## config.mk

```make
export PLATFORM = sky130hd
export DESIGN_NAME = vga_delay_line_flat
export DESIGN_NICKNAME = d
export VERILOG_FILES = /design/src/rtl/vga_pkg.sv /design/src/rtl/vga_if.sv /design/src/rtl/delay_reg.sv /design/src/rtl/vga_delay_line.sv /design/src/flat_wrapper.sv
export SDC_FILE = /design/constraint.sdc
export NUM_CORES = 1
export LEC_CHECK = 0
export BUFFER_PORTS_ARGS = -buffer_cell sky130_fd_sc_hd__buf_2
export CAP_MARGIN = 10
export CORE_ASPECT_RATIO = 1.25
export CORE_MARGIN = 10
export CORE_UTILIZATION = 39
export CTS_CLUSTER_DIAMETER = 150
export CTS_CLUSTER_SIZE = 12
export DETAILED_ROUTE_END_ITERATION = 10
export PLACE_DENSITY = 0.77
export SETUP_SLACK_MARGIN = 0.3
export SLEW_MARGIN = 40
export SYNTH_ARGS = -nofsm -noshare
export SYNTH_HDL_FRONTEND = slang
export SYNTH_SLANG_ARGS = --single-unit
```

## constraint.sdc

```tcl
create_clock -name clk40MHz -period 0.8 [get_ports clk40MHz]
set_input_delay 0.04 -clock clk40MHz [delete_from_list [all_inputs] [get_ports clk40MHz]]
set_output_delay 0.04 -clock clk40MHz [all_outputs]
set_load 0.03 [all_outputs]
```

## src/rtl/vga_pkg.sv

```systemverilog
// rtl/vga_pkg.sv - shared VGA timing widths and the packed per-pixel timing/colour bundle
package vga_pkg;

  localparam int HCOUNT_W  = 11;
  localparam int VCOUNT_W  = 11;
  localparam int RGB_W     = 12;
  localparam int DELAY_MIN = 1;
  localparam int DELAY_MAX = 16;
  localparam int CH_MIN    = 1;
  localparam int CH_MAX    = 8;

  // One pipeline stage carries the whole bundle as a single vector so no field can skip a stage.
  typedef struct packed {
    logic [HCOUNT_W-1:0] hcount;
    logic [VCOUNT_W-1:0] vcount;
    logic                hsync;
    logic                vsync;
    logic                hblnk;
    logic                vblnk;
    logic [RGB_W-1:0]    rgb;
  } vga_sig_t;

  localparam int VGA_SIG_W = $bits(vga_sig_t);

endpackage

```

## src/rtl/vga_if.sv

```systemverilog
// rtl/vga_if.sv - VGA timing/colour interface shared between draw stages
interface vga_if;
  import vga_pkg::*;

  logic [HCOUNT_W-1:0] hcount;
  logic [VCOUNT_W-1:0] vcount;
  logic                hsync;
  logic                vsync;
  logic                hblnk;
  logic                vblnk;
  logic [RGB_W-1:0]    rgb;

  modport source (output hcount, vcount, hsync, vsync, hblnk, vblnk, rgb);
  modport sink   (input  hcount, vcount, hsync, vsync, hblnk, vblnk, rgb);

endinterface

```

## src/rtl/delay_reg.sv

```systemverilog
// rtl/delay_reg.sv - generic DELAY-deep shift register with synchronous active-low reset
module delay_reg #(
  parameter int W     = 1,
  parameter int DELAY = 1
) (
  input  logic         clk,
  input  logic         resetn,
  input  logic [W-1:0] din,
  output logic [W-1:0] dout
);

  logic [W-1:0] stage_q [DELAY];
  logic [W-1:0] stage_d [DELAY];

  always_comb begin
    stage_d[0] = din;
    for (int i = 1; i < DELAY; i++) begin
      stage_d[i] = stage_q[i-1];
    end
  end

  always_ff @(posedge clk) begin
    if (!resetn) begin
      for (int i = 0; i < DELAY; i++) begin
        stage_q[i] <= '0;
      end
    end else begin
      stage_q <= stage_d;
    end
  end

  assign dout = stage_q[DELAY-1];

endmodule

```

## src/rtl/vga_delay_line.sv

```systemverilog
// rtl/vga_delay_line.sv - DELAY-clock retiming of vga_if plus aligned sideband words and primed flag
// VGA_DELAY_FRAME_LATCH_EN: sideband is latched on the vblnk rising edge instead of delayed.
module vga_delay_line
  import vga_pkg::*;
#(
  parameter int DELAY = 1,
  parameter int CH    = 2,
  parameter int W     = 12
) (
  input  logic         clk40MHz,
  input  logic         rst,
  vga_if.sink          in_if,
  vga_if.source        out_if,
  input  logic [W-1:0] side_in  [CH],
  output logic [W-1:0] side_out [CH],
  output logic         primed
);

  if (DELAY < DELAY_MIN || DELAY > DELAY_MAX) begin : g_bad_delay
    $error("vga_delay_line: DELAY must be in 1..16");
  end
  if (CH < CH_MIN || CH > CH_MAX) begin : g_bad_ch
    $error("vga_delay_line: CH must be in 1..8");
  end

  localparam int              CNT_W    = $clog2(DELAY + 1);
  localparam logic [CNT_W-1:0] CNT_FULL = CNT_W'(DELAY);

  logic [CNT_W-1:0] cnt_q, cnt_d;
  logic             primed_q, primed_d;

  // primed is derived from the next count so it rises on the same edge the first sample emerges.
  always_comb begin
    cnt_d    = (cnt_q == CNT_FULL) ? cnt_q : cnt_q + 1'b1;
    primed_d = (cnt_d == CNT_FULL);
  end

  always_ff @(posedge clk40MHz) begin
    if (!rst) begin
      cnt_q    <= '0;
      primed_q <= 1'b0;
    end else begin
      cnt_q    <= cnt_d;
      primed_q <= primed_d;
    end
  end

  assign primed = primed_q;

  vga_sig_t in_sig, out_sig;

  assign in_sig = {in_if.hcount, in_if.vcount, in_if.hsync, in_if.vsync,
                   in_if.hblnk, in_if.vblnk, in_if.rgb};

  delay_reg #(
    .W     (VGA_SIG_W),
    .DELAY (DELAY)
  ) u_vga_dly (
    .clk    (clk40MHz),
    .resetn (rst),
    .din    (in_sig),
    .dout   (out_sig)
  );

  assign out_if.hcount = out_sig.hcount;
  assign out_if.vcount = out_sig.vcount;
  assign out_if.hsync  = out_sig.hsync;
  assign out_if.vsync  = out_sig.vsync;
  assign out_if.hblnk  = out_sig.hblnk;
  assign out_if.vblnk  = out_sig.vblnk;
  assign out_if.rgb    = out_sig.rgb;

`ifdef VGA_DELAY_FRAME_LATCH_EN
  logic         vblnk_q, vblnk_d;
  logic [W-1:0] hold_q [CH];
  logic [W-1:0] hold_d [CH];

  // Capture only on the undelayed vblnk rising edge so side_out never changes mid-frame.
  always_comb begin
    vblnk_d = in_if.vblnk;
    hold_d  = hold_q;
    if (in_if.vblnk && !vblnk_q) begin
      hold_d = side_in;
    end
  end

  always_ff @(posedge clk40MHz) begin
    if (!rst) begin
      vblnk_q <= 1'b0;
      for (int i = 0; i < CH; i++) begin
        hold_q[i] <= '0;
      end
    end else begin
      vblnk_q <= vblnk_d;
      hold_q  <= hold_d;
    end
  end

  assign side_out = hold_q;
`else
  for (genvar g = 0; g < CH; g++) begin : g_side
    delay_reg #(
      .W     (W),
      .DELAY (DELAY)
    ) u_side_dly (
      .clk    (clk40MHz),
      .resetn (rst),
      .din    (side_in[g]),
      .dout   (side_out[g])
    );
  end
`endif

endmodule

```

## src/flat_wrapper.sv

```systemverilog
// flat-port wrapper written by rule: the top's interface ports become plain ports
module vga_delay_line_flat import vga_pkg::*;
#(
  parameter int DELAY = 1,
  parameter int CH    = 2,
  parameter int W     = 12
)
  (clk40MHz, rst, side_in, side_out, primed, in_if_hcount, in_if_vcount, in_if_hsync, in_if_vsync, in_if_hblnk, in_if_vblnk, in_if_rgb, out_if_hcount, out_if_vcount, out_if_hsync, out_if_vsync, out_if_hblnk, out_if_vblnk, out_if_rgb);
  vga_if in_if_i ();
  vga_if out_if_i ();
  input  logic clk40MHz;
  input  logic rst;
  input  logic [W-1:0] side_in[CH];
  output logic [W-1:0] side_out[CH];
  output logic primed;
  input wire logic [$bits(in_if_i.hcount)-1:0] in_if_hcount;
  input wire logic [$bits(in_if_i.vcount)-1:0] in_if_vcount;
  input wire logic [$bits(in_if_i.hsync)-1:0] in_if_hsync;
  input wire logic [$bits(in_if_i.vsync)-1:0] in_if_vsync;
  input wire logic [$bits(in_if_i.hblnk)-1:0] in_if_hblnk;
  input wire logic [$bits(in_if_i.vblnk)-1:0] in_if_vblnk;
  input wire logic [$bits(in_if_i.rgb)-1:0] in_if_rgb;
  output wire logic [$bits(out_if_i.hcount)-1:0] out_if_hcount;
  output wire logic [$bits(out_if_i.vcount)-1:0] out_if_vcount;
  output wire logic [$bits(out_if_i.hsync)-1:0] out_if_hsync;
  output wire logic [$bits(out_if_i.vsync)-1:0] out_if_vsync;
  output wire logic [$bits(out_if_i.hblnk)-1:0] out_if_hblnk;
  output wire logic [$bits(out_if_i.vblnk)-1:0] out_if_vblnk;
  output wire logic [$bits(out_if_i.rgb)-1:0] out_if_rgb;
  assign in_if_i.hcount = in_if_hcount;
  assign in_if_i.vcount = in_if_vcount;
  assign in_if_i.hsync = in_if_hsync;
  assign in_if_i.vsync = in_if_vsync;
  assign in_if_i.hblnk = in_if_hblnk;
  assign in_if_i.vblnk = in_if_vblnk;
  assign in_if_i.rgb = in_if_rgb;
  assign out_if_hcount = out_if_i.hcount;
  assign out_if_vcount = out_if_i.vcount;
  assign out_if_hsync = out_if_i.hsync;
  assign out_if_vsync = out_if_i.vsync;
  assign out_if_hblnk = out_if_i.hblnk;
  assign out_if_vblnk = out_if_i.vblnk;
  assign out_if_rgb = out_if_i.rgb;
  vga_delay_line #(.DELAY(DELAY), .CH(CH), .W(W)) u_core (.clk40MHz(clk40MHz), .rst(rst), .in_if(in_if_i), .out_if(out_if_i), .side_in(side_in), .side_out(side_out), .primed(primed));
endmodule
```

### Word level (Yosys, flattened, before mapping)

Cells that the tools add are included.

| storage, ports and cells | value |
|---|---|
| bits in registers | 63 |
| bits in latches | 0 |
| memory bits (writable) | 0 |
| ROM bits | 0 |
| input port bits | 64 |
| output and inout port bits | 63 |
| memories | 0 |

| cells by class | value |
|---|---|
| add/sub/neg operators | 1 |
| multiply operators | 0 |
| div/mod/pow operators | 0 |
| order comparisons | 0 |
| eq/ne operators | 0 |
| shift-type cells | 0 |
| multiplexer cells | 1 |
| bitwise operators | 0 |
| reduce and logical (&&, ||, !) cells | 0 |

Operators by type and width:

| cell | count |
|---|---|
| adder 1 bit (second input constant) | 1 |
| 2-to-1 mux 1 bit | 1 |

### Longest topological paths before layout

| depth | value |
|---|---|
| depth after elaboration | 2 |
| mapped depth | 2 |

### Modules after synthesis

Synthesis repeated with hierarchy kept, for this count alone.

| second synthesis, totals | value |
|---|---|
| cells, all modules | 131 |
| area, all modules | 1730.4 um^2 |

By module, submodules not included:

| module | instances | cells each | area an instance (um^2) | sequential area each (um^2) |
|---|---|---|---|---|
| delay_reg (u_core.u_vga_dly) | 1 | 80 | 1037.2 | 760.7 |
| delay_reg (u_core.g_side[0].u_side_dly ...) | 2 | 25 | 336.6 | 240.2 |
| vga_delay_line | 1 | 1 | 20.0 | 20.0 |

### Worst setup path before layout

Ideal clock, no wire load.

| path | value |
|---|---|
| path type | register to output |
| start point | register u_core.u_vga_dly.stage_q (netlist bit u_core.u_vga_dly.dout[13]) |
| end point | output port out_if_hblnk |
| data arrival time | 0.459 ns |
| required time | 0.760 ns |
| setup slack | 0.301 ns |
| cell stages (with the launch flop) | 1 |
| path through | dfxtp_1 |

RTL lines:

| item | line | source |
|---|---|---|
| start, declared | delay_reg.sv:12 | `logic [W-1:0] stage_q [DELAY];` |
| start signal, assigned | delay_reg.sv:28 | `stage_q <= stage_d;` |
| end, declared | flat_wrapper.sv:27 | `output wire logic [$bits(out_if_i.hblnk)-1:0] out_if_hblnk;` |

No word-level cell between the ends.

### Worst setup path in the final report

| path | value |
|---|---|
| start point | register u_core.u_vga_dly.stage_q (netlist bit u_core.u_vga_dly.dout[19]) |
| end point | output port out_if_vcount[3] |

RTL lines:

| item | line | source |
|---|---|---|
| end, declared | flat_wrapper.sv:24 | `output wire logic [$bits(out_if_i.vcount)-1:0] out_if_vcount;` |

No word-level cell between the ends.

==> flow_metrics.env <==
export IMPL_slowest_delay_ns=0.34
export IMPL_worst_endpoint_required_ns=0.76
export IMPL_detail_route_antenna_nets=0
export IMPL_synth_warning_count=0
export IMPL_timing_final_hold_violations=62
export IMPL_cts_htree_levels=3
export IMPL_buffers_added_on_ports=126
export IMPL_remaining_drc_errors=0
export IMPL_pre_cts_slack_ns=-0.1947
export IMPL_hp_start="in_if_hcount[7]"
export IMPL_min_path_type="input port to register"
export IMPL_run_status="finished, violations left"
export IMPL_height_of_the_die_um=95.04
export IMPL_postRouteWirelength_um=5283
export IMPL_critPathBufInv=1
export IMPL_period_minus_slack_ns=0.8307
export IMPL_cts_root_to_sink_buffers=2
export IMPL_timing_critical_path_to_type="output port"
export IMPL_die_x_um=80.03
export IMPL_flow_area_growth_from_synthesis_pct=79.20
export IMPL_grt_use_total=0.1395
export IMPL_path_delay_family="flip-flops"
export IMPL_path_max_fanout=1
export IMPL_ratio_of_cells_with_drive_above_1_in_the_final_layout=0.9963
export IMPL_tritoncts="built"
export IMPL_critical_path_top_delay_cell="dfxtp_2"
export IMPL_cts_buffers_inserted=9
export IMPL_via_count=1359
export IMPL_timing_critical_path_from="u_core.u_vga_dly.dout[19]"
export IMPL_synthesis_area_um2=1757
export IMPL_max_frequency_mhz=1204
export IMPL_path_cells="buf_6"
export IMPL_final_total_negative_setup_slack_ns=-0.3461
export IMPL_setup_viol=50
export IMPL_power_per_cell_area_nw_per_um2=2425
export IMPL_grt_setup_unrepaired="yes"
export IMPL_mappedNetlistNets=195
export IMPL_max_vdd_ir_drop_mv=1.728
export IMPL_number_of_placement_rows=27
export IMPL_timing_max_slew_rel_slack=0.7296
export IMPL_setup_worst_path_start_class="register"
export IMPL_whs_ns=-0.06631
export IMPL_path_class="register to output port"
export IMPL_most_common_layout_cells="buf_6 (63), dfxtp_2 (63), and2_2 (62), buf_2 (62), clkbuf_8 (13)"
export IMPL_n_fill_cell=313
export IMPL_design_portCount=127
export IMPL_die_area_um2=7606
export IMPL_cap_violations=0
export IMPL_cell_at_the_root_of_the_clock_tree="clkbuf_8"
export IMPL_synthesis_instances=131
export IMPL_final_max_slew_viol_count=0
export IMPL_ys_types=3
export IMPL_failed_checks="negative hold slack, negative setup slack"
export IMPL_avgSynthCellArea_um2=13.41
export IMPL_core_um2=4392
export IMPL_drtPass1Iterations=4
export IMPL_postSynthRegisterBits=63
export IMPL_number_of_antenna_violations_at_the_first_check_in_global_routing=0
export IMPL_worstPathArrival_ns=0.79
export IMPL_grt_pass1_wl_um=7755
export IMPL_via_count_of_the_first_global_routing_pass=1476
export IMPL_overflow=0
export IMPL_place_congestion=0.7424
export IMPL_p_leak_nw=1.507
export IMPL_cts_setup_buffers=0
export IMPL_timing_worst_slew_pin_value_ns=0.4056
export IMPL_detailed_router_s_first_iteration_violation_count=45
export IMPL_viasPerCell=4.182
export IMPL_cts_num_sinks=63
export IMPL_period_share=1.038
export IMPL_route_detailed_wl_per_inst_um=16.26
export IMPL_p_total_mw=7.635
export IMPL_synth_seq_area_share=0.7179
export IMPL_largest_net_degree_at_the_start_of_global_routing=64
export IMPL_cts_reportedPaths_clkPinSlew_ns=0.06
export IMPL_diodes=0
export IMPL_min_delay_path_depth=2
export IMPL_start_util=0.4000
export IMPL_finish_net_count=326
export IMPL_place_detailed_hpwl_um=3921
export IMPL_min_delay_worst_endpoint="u_core.u_vga_dly.dout[34]"
export IMPL_setup_ws_ns=-0.03070
[kinds of logic (layout without fill, tap and decap cells)]
family / Yosys count / in the layout / share of synthesized area
buf+inv: 6 / 142 / 0.01709
flops: 63 / 63 / 0.7179
simple gates: 62 / 62 / 0.2650
[repair_timing]
item                                   4_1_cts  5_1_grt
gates resized for setup                    190        0
cloned                                       0        0
setup endpoints to repair                  125       63
endpoints found under the hold margin       62       62
[cell type report]
class                   count  area, um^2  share of cell area
clock inverters             2       60.06             0.01908
well taps                  58       72.57             0.02305
multi-input cells          62       465.4              0.1479
repair buffers            126        1027              0.3263
flip-flops and latches     63        1340              0.4257
clock buffers              14       182.7             0.05803
[synth_stat cells, drive strengths merged]
library cell / number / area, um^2
dfxtp: 63 / 1261
clkbuf: 6 / 30.03
and2: 62 / 465.5
[sequential cells by signal, summed over array words and instances (netlist names)]
register	cells
u_core.g_side.u_side_dly.dout	24
u_core.u_vga_dly.dout	38
u_core.cnt_q	1
[power breakdown]
part           internal [mW]  switching (mW)  total (mW)
Sequential              3.34          0.0782        3.42
Combinational          0.524           0.518        1.04
Clock                   2.10            1.08        3.17
[how the worst max path moves through the flow]
stage,endpoint,slack (ns),cells past startpoint
CTS,out_if_vcount[5],-0.04,1
detailed placement,u_core.u_vga_dly.dout[21],-0.19,2
finish,out_if_vcount[3],-0.03,1
floorplan,out_if_hblnk,0.30,0
global route,out_if_vcount[3],-0.07,1
global placement,u_core.u_vga_dly.dout[25],-0.15,2
[metrics by stage]
step | util | area [um^2] | cells | hold WS (ns)
final | 0.7168 | 3148 | 325 | -0.06631
after floorplan | - | 1757 | 131 | 0.06772
after global routing | 0.7168 | 3148 | 325 | -0.08432
after detailed placement | 0.5533 | 2430 | 309 | 0.2609
after global placement | 0.5533 | 2430 | 309 | 0.2569
after CTS | 0.7168 | 3148 | 325 | -0.08142
[layer usage]
layer	GRT usage	vias up	wire length, um
met5	0	-	0
met4	0.07500	0	79
met3	0.06874	8	642
met2	0.2654	82	2879
met1	0.1125	614	1681
li1	-	655	-
(Power assumes the default switching activity.)
